## src/rtl/fs_pkg.sv

```systemverilog
`default_nettype none
// ============================================================================
// Module      : fs_pkg
// Description : Shared constants and elaboration helpers for the pipelined
//               ripple-borrow subtractor (fs_pipe / fs_seg).
//               - nstage()    : number of SEG-bit pipeline stages
//               - cfg_ok()    : WIDTH/SEG legality test, checked at elaboration
//               - bent_off()  : offset of a stage's subtrahend slice on the
//                               packed inter-stage operand bus
// Revision    : 1.0 - initial release
// ============================================================================
package fs_pkg;

    localparam int c_DEF_WIDTH = 16;
    localparam int c_DEF_SEG   = 4;

    // Number of register stages (and cycles of latency).
    function automatic int nstage(input int width, input int seg);
        return width / seg;
    endfunction

    // The operand must split into a whole number of non-empty segments.
    function automatic bit cfg_ok(input int width, input int seg);
        return (seg > 0) && (width >= seg) && ((width % seg) == 0);
    endfunction

    // Stage k consumes subtrahend segments k..NSTAGE-1, i.e. width - k*seg
    // bits. These slices are packed back to back on one bus, so the slice
    // for stage k starts after the slices of stages 0..k-1.
    function automatic int bent_off(input int k, input int width, input int seg);
        return (k * width) - ((seg * k * (k - 1)) / 2);
    endfunction

endpackage : fs_pkg
`default_nettype wire

```

## src/rtl/fs_seg.sv

```systemverilog
`default_nettype none
// ============================================================================
// Module      : fs_seg
// Description : Combinational SEG-bit ripple-borrow subtractor built from a
//               chain of full subtractors, d = a - b - bin.
// Ports       : a    [SEG-1:0] in  - minuend segment
//               b    [SEG-1:0] in  - subtrahend segment
//               bin            in  - borrow into the LSB
//               d    [SEG-1:0] out - difference segment
//               bout           out - borrow out of the MSB
// Revision    : 1.0 - initial release
// ============================================================================
module fs_seg #(
    parameter int SEG = 4
) (
    input  logic [SEG-1:0] a,
    input  logic [SEG-1:0] b,
    input  logic           bin,
    output logic [SEG-1:0] d,
    output logic           bout
);

    // w_c[i] is the borrow into bit i; w_c[SEG] leaves the segment.
    logic [SEG:0] w_c;

    always_comb begin
        w_c    = '0;
        d      = '0;
        w_c[0] = bin;
        for (int i = 0; i < SEG; i++) begin
            d[i]     = a[i] ^ b[i] ^ w_c[i];
            // Borrow when a=0,b=1, or when a==b and a borrow is pending.
            w_c[i+1] = (~a[i] & b[i]) | (~(a[i] ^ b[i]) & w_c[i]);
        end
    end

    assign bout = w_c[SEG];

endmodule : fs_seg
`default_nettype wire

```

## src/rtl/fs_pipe.sv

```systemverilog
`default_nettype none
// ============================================================================
// Module      : fs_pipe
// Description : Pipelined ripple-borrow subtractor, d = a - b - bin modulo
//               2^WIDTH, with unsigned borrow-out and signed overflow.
//               One SEG-bit segment is resolved per register stage; the
//               borrow travels between stages with the data so the critical
//               path is a single SEG-bit ripple. Valid/ready on both sides,
//               one result per cycle, NSTAGE = WIDTH/SEG cycles latency.
// Ports       : clk                  in  - clock, rising edge
//               rst_n                in  - asynchronous active-low reset
//               in_valid             in  - a, b, bin valid
//               in_ready             out - input accepted this cycle
//               a, b     [WIDTH-1:0] in  - minuend, subtrahend
//               bin                  in  - borrow-in
//               out_valid            out - d, bout, ovf valid
//               out_ready            in  - downstream accepts result
//               d        [WIDTH-1:0] out - difference
//               bout                 out - unsigned borrow-out
//               ovf                  out - signed overflow
// Revision    : 1.0 - initial release
// ============================================================================
module fs_pipe
    import fs_pkg::*;
#(
    parameter int WIDTH = c_DEF_WIDTH,
    parameter int SEG   = c_DEF_SEG
) (
    input  logic             clk,
    input  logic             rst_n,
    input  logic             in_valid,
    output logic             in_ready,
    input  logic [WIDTH-1:0] a,
    input  logic [WIDTH-1:0] b,
    input  logic             bin,
    output logic             out_valid,
    input  logic             out_ready,
    output logic [WIDTH-1:0] d,
    output logic             bout,
    output logic             ovf
);

    localparam int NSTAGE = nstage(WIDTH, SEG);
    localparam int BENT_W = bent_off(NSTAGE, WIDTH, SEG);

    if (!cfg_ok(WIDTH, SEG)) begin : g_cfg_err
        $error("fs_pipe: WIDTH must be a positive multiple of SEG");
    end

    // ------------------------------------------------------------------------
    // Stage entry buses: everything stage k needs arrives on index k. Index 0
    // is fed straight from the input port, index k>0 from stage k-1 regs.
    //   w_ent_word : a-side word; segments below k already hold results,
    //                segments k and up still hold the original minuend
    //   w_ent_b    : packed subtrahend segments k..NSTAGE-1 per stage
    //   w_ent_c    : borrow into segment k
    //   w_ent_sgn  : a[MSB] ^ b[MSB], carried along for the overflow term
    // ------------------------------------------------------------------------
    logic [WIDTH-1:0]  w_ent_word [NSTAGE];
    logic [BENT_W-1:0] w_ent_b;
    logic [NSTAGE-1:0] w_ent_v;
    logic [NSTAGE-1:0] w_ent_c;
    logic [NSTAGE-1:0] w_ent_sgn;

    logic [NSTAGE-1:0] w_v;
    logic [NSTAGE-1:0] w_rdy;

    logic [WIDTH-1:0]  w_out_word;
    logic              w_out_brw;
    logic              w_out_ovf;

    assign w_ent_word[0]      = a;
    assign w_ent_b[WIDTH-1:0] = b;
    assign w_ent_v[0]         = in_valid;
    assign w_ent_c[0]         = bin;
    assign w_ent_sgn[0]       = a[WIDTH-1] ^ b[WIDTH-1];

    // ------------------------------------------------------------------------
    // Backpressure: a stage may load when it is empty or when the stage after
    // it is loading this cycle. Evaluated from the output end backwards so a
    // full pipe with out_ready high advances every stage together.
    // ------------------------------------------------------------------------
    always_comb begin
        w_rdy             = '0;
        w_rdy[NSTAGE-1]   = ~w_v[NSTAGE-1] | out_ready;
        for (int i = NSTAGE - 2; i >= 0; i--) begin
            w_rdy[i] = ~w_v[i] | w_rdy[i+1];
        end
    end

    assign in_ready = w_rdy[0];

    // ------------------------------------------------------------------------
    // Pipeline stages
    // ------------------------------------------------------------------------
    for (genvar k = 0; k < NSTAGE; k++) begin : g_stage
        localparam int LO   = k * SEG;
        localparam int BW   = WIDTH - LO;
        localparam int BOFF = bent_off(k, WIDTH, SEG);

        logic [BW-1:0]    w_b_in;
        logic [SEG-1:0]   w_seg_d;
        logic             w_seg_bout;
        logic [WIDTH-1:0] word_d;
        logic [WIDTH-1:0] word_q;
        logic             v_q;
        logic             brw_q;

        // Lowest segment of this slice is segment k of the subtrahend.
        assign w_b_in = w_ent_b[BOFF +: BW];

        fs_seg #(
            .SEG (SEG)
        ) u_seg (
            .a    (w_ent_word[k][LO +: SEG]),
            .b    (w_b_in[SEG-1:0]),
            .bin  (w_ent_c[k]),
            .d    (w_seg_d),
            .bout (w_seg_bout)
        );

        // Overwrite minuend segment k with its difference in place.
        always_comb begin
            word_d            = w_ent_word[k];
            word_d[LO +: SEG] = w_seg_d;
        end

        always_ff @(posedge clk or negedge rst_n) begin
            if (!rst_n) begin
                v_q    <= 1'b0;
                word_q <= '0;
                brw_q  <= 1'b0;
            end else if (w_rdy[k]) begin
                v_q    <= w_ent_v[k];
                word_q <= word_d;
                brw_q  <= w_seg_bout;
            end
        end

        assign w_v[k] = v_q;

        if (k < NSTAGE - 1) begin : g_mid
            logic [BW-SEG-1:0] b_q;
            logic              sgn_q;

            always_ff @(posedge clk or negedge rst_n) begin
                if (!rst_n) begin
                    b_q   <= '0;
                    sgn_q <= 1'b0;
                end else if (w_rdy[k]) begin
                    b_q   <= w_b_in[BW-1:SEG];
                    sgn_q <= w_ent_sgn[k];
                end
            end

            assign w_ent_word[k+1]                              = word_q;
            assign w_ent_b[bent_off(k + 1, WIDTH, SEG) +: BW-SEG] = b_q;
            assign w_ent_v[k+1]                                 = v_q;
            assign w_ent_c[k+1]                                 = brw_q;
            assign w_ent_sgn[k+1]                               = sgn_q;
        end else begin : g_last
            logic ovf_d;
            logic ovf_q;

            // The top minuend segment is still intact on entry to the last
            // stage, so a[MSB] is read from the entry word here and the
            // overflow is resolved once and registered with the result.
            assign ovf_d = w_ent_sgn[k] & (w_seg_d[SEG-1] ^ w_ent_word[k][WIDTH-1]);

            always_ff @(posedge clk or negedge rst_n) begin
                if (!rst_n) begin
                    ovf_q <= 1'b0;
                end else if (w_rdy[k]) begin
                    ovf_q <= ovf_d;
                end
            end

            assign w_out_word = word_q;
            assign w_out_brw  = brw_q;
            assign w_out_ovf  = ovf_q;
        end
    end

    assign out_valid = w_v[NSTAGE-1];
    assign d         = w_out_word;
    assign bout      = w_out_brw;
    assign ovf       = w_out_ovf;

endmodule : fs_pipe
`default_nettype wire

```

## config.mk

```make
export PLATFORM = sky130hd
export DESIGN_NAME = fs_pipe
export DESIGN_NICKNAME = d
export VERILOG_FILES = /design/src/rtl/fs_pkg.sv /design/src/rtl/fs_seg.sv /design/src/rtl/fs_pipe.sv
export SDC_FILE = /design/constraint.sdc
export NUM_CORES = 1
export LEC_CHECK = 0
export CORE_UTILIZATION = 34
export CTS_CLUSTER_DIAMETER = 40
export DETAILED_ROUTE_END_ITERATION = 16
export PLACE_DENSITY = 0.53
export SYNTH_ARGS = -nofsm -noshare
export SYNTH_HDL_FRONTEND = slang
export SYNTH_HIERARCHICAL = 1
export SYNTH_SLANG_ARGS = --single-unit
```

## constraint.sdc

```tcl
create_clock -name clk -period 2.81 [get_ports clk]
set_input_delay 0.281 -clock clk [delete_from_list [all_inputs] [get_ports clk]]
set_output_delay 0.281 -clock clk [all_outputs]
set_load 0.01 [all_outputs]
```

* Word level (Yosys, flattened, before mapping) *
Index checks and enable logic that the tools add are counted.

storage, ports and cells
  flip-flop bits (word level) = 100
  bits of input ports = 37
  logic and storage cells = 142

cells by class
  bitwise gates (word level) = 123

operators by type and width
  operator     count
  $not 1->1    36
  $xor 1x1->1  34
  $and 1x1->1  33
  $or 1x1->1   20

* Longest topological paths before layout *
  word-level depth = 11
  depth in mapped cells = 10
  gate-level depth less buffers = 10

* Cells and area by module *
Netlist, hierarchy kept.

modules (own cells, without submodules)
  module   area an instance (um^2)  sequential area each (um^2)  instances  cells an instance
  fs_pipe  3867.5                   2502.4                       1          218
  fs_seg   117.6                    0.0                          4          14

* Least setup slack after synthesis *
Ideal clock, no wire load.

  kind = register -> register
  start = reg g_stage[2].g_mid.b_q[0]
  end = reg g_stage[3].g_last.ovf_q, in the netlist ovf
  setup slack = 0.595 ns
  data required time = 2.681 ns
  stages on the path, launching flop included = 11
  arrival time = 2.085 ns
  setup time = 0.129 ns
  period minus slack after synthesis = 2.215 ns
  cell sequence = dfrtp_1 inv_1 fa_1 inv_1 fa_1 fa_1 inv_1 fa_1 xor2_1 nand2_1 o21ai_0

between the ends
  word-level cells in the longest chain between the ends = 11

RTL lines
  item                       line            text
  from (decl)                fs_pipe.sv:143  logic [BW-SEG-1:0] b_q;
  from (signal assigned)     fs_pipe.sv:151  b_q <= w_b_in[BW-1:SEG];
  $xor 1x1->1                fs_seg.sv:33    w_c[i+1] = (~a[i] & b[i]) | (~(a[i] ^ b[i]) & w_c[i]);
  $not 1->1                  fs_seg.sv:33
  $and 1x1->1                fs_seg.sv:33
  $or 1x1->1 (*)             fs_seg.sv:33
  $and 1x1->1 (*)            fs_seg.sv:33
  $or 1x1->1 (*)             fs_seg.sv:33
  $and 1x1->1 (*)            fs_seg.sv:33
  $or 1x1->1 (*)             fs_seg.sv:33
  $xor 1x1->1 (*)            fs_seg.sv:31    d[i] = a[i] ^ b[i] ^ w_c[i];
  via g_stage[3].w_seg_d[3]  fs_pipe.sv:102  logic [SEG-1:0] w_seg_d;
  $xor 1x1->1 (*)            fs_pipe.sv:168  assign ovf_d = w_ent_sgn[k] & (w_seg_d[SEG-1] ^ w_ent_word[k][WIDTH-1]);
  $and 1x1->1 (*)            fs_pipe.sv:168
  to (signal assigned)       fs_pipe.sv:174  ovf_q <= ovf_d;
  to (decl)                  fs_pipe.sv:163  logic ovf_q;

Mark *: on every way through the listed nets, which the timed path passes. The rest lies on a longest branch.
A chain may end at the register's enable or synchronous reset.

* Final worst setup path *
  start = reg g_stage[1].g_mid.b_q[0]
  end = reg g_stage[2].word_q[11]

between the ends
  word-level cells in the longest chain between the ends = 9

RTL lines
  item                       line            text
  from (decl)                fs_pipe.sv:143
  from (signal assigned)     fs_pipe.sv:151
  $xor 1x1->1                fs_seg.sv:33
  $not 1->1                  fs_seg.sv:33
  $and 1x1->1                fs_seg.sv:33
  $or 1x1->1 (*)             fs_seg.sv:33
  $and 1x1->1 (*)            fs_seg.sv:33
  $or 1x1->1 (*)             fs_seg.sv:33
  $and 1x1->1 (*)            fs_seg.sv:33
  $or 1x1->1 (*)             fs_seg.sv:33
  $xor 1x1->1 (*)            fs_seg.sv:31
  via g_stage[2].w_seg_d[3]  fs_pipe.sv:102
  to (signal assigned)       fs_pipe.sv:135  word_q <= word_d;
  to (decl)                  fs_pipe.sv:105  logic [WIDTH-1:0] word_q;

Marked as above.

==> results.json <==
{
  "cts_buffers": 9,
  "synth_nets": 327,
  "synth_compound_area_share_pct": 0.115,
  "clkPwrFrac_pct": 29.0,
  "seqPwrFrac_pct": 45.5,
  "place.port_buffers": 56,
  "seq_area_frac_synth_pct": 57.7,
  "clock_path_buffers": 2,
  "drv_slew": 0,
  "syn_inst": 274,
  "synth_top_area_cell": "dfrtp_1",
  "grt_overflow": 0,
  "yosys_warnings": 6,
  "p_sw_mw": 1.15,
  "start_util_pct": 35.5,
  "fmax_mhz": 427,
  "synth_mux_area_share_pct": 27.1,
  "tns_ns": 0,
  "start_kind": "flip-flop",
  "grt_max_degree": 54,
  "cp_data_arrival_time_ns": 2.56,
  "core_area_um2": 12200,
  "wl_met2_um": 3310,
  "reg2regPathDepth": 8,
  "syn_avg_cell_area_um2": 15.8,
  "worst_slack_ns": 0.468,
  "cts_num_sinks": 100,
  "synth.distinct_cells": 18,
  "synthesis.area_um2": 4340,
  "post-place-ws_ns": 0.193,
  "wl_met3_um": 233,
  "remaining_drc_errors": 0,
  "avgRoutedWirePerCell_um": 13.6,
  "synth-edff-count": 0,
  "synth_seq_cells": 100,
  "setup_viol": 0,
  "synth_adder_area_share_pct": 7.38,
  "async_flop_share_pct": 100,
  "grt_pass1_wl_um": 11700,
  "status": "completed",
  "p_per_area_nw_per_um2": 833,
  "r2r_start": "g_stage[1].g_mid.b_q[0]",
  "critPathLaunch": "g_stage[1].g_mid.b_q[0]",
  "fin_crit_sh_pct": 83.4,
  "crit_path_end": "g_stage[2].word_q[11]",
  "comb_power_share_pct": 25.5,
  "cts-htree-levels": 3,
  "fin_skew_ns": 0.00748,
  "m1WireLength_um": 3320,
  "end_kind": "flip-flop",
  "vias": 2190,
  "cp_max_fo": 2,
  "post-place-cells": 491,
  "finalNetCount": 388,
  "diodes": 0,
  "grt_pass1_vias": 2345,
  "synth_top_family_by_area": "multiplexers",
  "clkTransAtPathRegs_ns": 0.06,
  "fp.dieW_um": 115,
  "detail_route.iter0.violations": 51,
  "gp_congestion": 0.649,
  "hold_violations": 0,
  "ys.flop_type": "dfrtp_1",
  "synth_top_area_share_pct": 57.7,
  "grt_usage_pct": 11.7,
  "antenna_found_initial": 0,
  "cts_tree": "yes",
  "instances_no_fill": 507,
  "drive_above_1_share_pct": 34.5,
  "required_ns": 3.02,
  "r2r_setup_slack_ns": 0.47,
  "place_area_um2": 5060,
  "cts_resized": 0,
  "worstMarginPinSlew_ns": 0.634,
  "cts_root_buf": "clkbuf_16",
  "wirelength_um": 6920,
  "worstReg2RegEnd": "g_stage[2].word_q[11]",
  "pin_count": 57,
  "synth_xor_area_share_pct": 0.404,
  "irDropWorstVdd_mv": 0.268,
  "via_per_inst": 4.32,
  "path_class": "flip-flop to flip-flop",
  "yosys.area_share.simple_pct": 1.93,
  "netlist_top_cells_area": "dfrtp_1 58%, mux2_2 17%, mux2_4 9.7%",
  "clk_latency_ns": 0.33,
  "ant_nets": 0,
  "p_int_mw": 3.33,
  "min_period_ns": 2.34,
  "dpl.hpwl_um": 4640,
  "leakage_nw": 2.46,
  "slew_headroom_pct": 57.8,
  "rsz0062_at_grt": "no",
  "netSwitchingFraction_pct": 25.7,
  "final_area_um2": 5390,
  "hold_path_class": "flip-flop to flip-flop",
  "hold_slack_ns": 0.496,
  "die_area_um2": 13200,
  "post-cts-setup-buffers": 0,
  "maxCapViolCount": 0,
  "die_height_um": 115,
  "rows": 40,
  "top_layer": "met4",
  "syn_to_final_growth_pct": 24.1,
  "drt-pass1-iter-count": 4
}
[worst max-delay path: stages (launching register included)]
cell,delay (ns)
dfrtp_1,0.38
inv_1,0.07
fa_1,0.18
inv_1,0.06
fa_1,0.40
fa_1,0.37
inv_1,0.08
fa_1,0.42
mux2_2,0.27
[cells by family (layout without fill, tap and decap cells)]
group / Yosys count / in the layout
flops: 100 / 100
compound gates: 1 / 1
buf+inv: 50 / 115
fa+ha+maj: 16 / 16
mux: 95 / 95
xor+xnor: 2 / 2
simple gates: 10 / 10
[per-stage QoR]
stage	power [mW]	util [%]
final	4.48	44.1
after global routing	4.76	44.1
after CTS	4.57	44.1
after detailed placement	3.25	41.4
after global placement	3.21	41.4
after floorplan	2.73	-
[routing by layer]
metal  vias to the layer above  global-route usage, %
met2                        33                   18.5
met3                         4                   2.58
met1                      1138                   15.6
met5                         -                      0
met4                         0                   4.42
li1                       1015                      -
[cell type report]
cell class                      instances  area (um2)
Tap cell                              168         210
Inverter                               40         150
Sequential cell                       100        2500
Multi-Input combinational cell        124        1600
Fill cell                            1151        6830
Timing Repair Buffer                   60         603
Clock buffer                           10         229
Clock inverter                          5        86.3
[placed cells by master, fill, tap and decap left out, types with 2 or more instances in the layout]
master	count
xor2_1	2
nand2_1	2
bufinv_16	2
dfrtp_1	100
fa_1	16
clkbuf_16	9
nand2b_1	3
mux2_2	66
clkdlybuf4s50_1	55
mux2_4	28
clkinv_4	2
inv_1	40
buf_4	3
[state kept, by name (all words and copies together), names as in the netlist]
| name | cells |
|---|---|
| g_stage.word_q | 48 |
| g_stage.g_mid.b_q | 24 |
| d | 16 |
| g_stage.brw_q | 3 |
| g_stage.g_mid.sgn_q | 3 |
| g_stage.v_q | 3 |
| bout | 1 |
| out_valid | 1 |
| ovf | 1 |
[worst min path at each step]
stage | start | end | slack [ns] | depth (start not counted)
finish | g_stage[2].word_q[3] | g_stage[2].word_q[3] | 0.50 | 1
global route | g_stage[2].word_q[6] | g_stage[2].word_q[6] | 0.52 | 1
CTS | g_stage[2].word_q[6] | d[6] | 0.50 | 1
detailed placement | rst_n | g_stage[0].g_mid.b_q[3] | 0.34 | 1
global placement | rst_n | g_stage[0].g_mid.b_q[3] | 0.35 | 1
floorplan | rst_n | bout | -0.01 | 0
[cell usage after synthesis (2+ instances only)]
cell type	n
mux2_2	66
xor2_1	2
nand2_1	2
buf_6	5
fa_1	16
buf_2	4
mux2_4	28
inv_1	40
nand2b_1	3
dfrtp_1	100
[power by group through the flow]
stage / combinational, mW / sequential, mW / clock (mW)
after floorplan: 0.661 / 2.07 / 0
after global placement: 1.14 / 2.07 / 0
after detailed placement: 1.17 / 2.08 / 0
after CTS: 1.18 / 2.05 / 1.34
after global routing: 1.27 / 2.10 / 1.40
final: 1.14 / 2.04 / 1.30
[timing repair]
action / in CTS / in global routing
hold buffers: 1 / 0
hold endpoints to repair: 31 / 0
setup endpoints to repair: 0 / 0
Note: power is estimated with default switching activity, not from simulation.
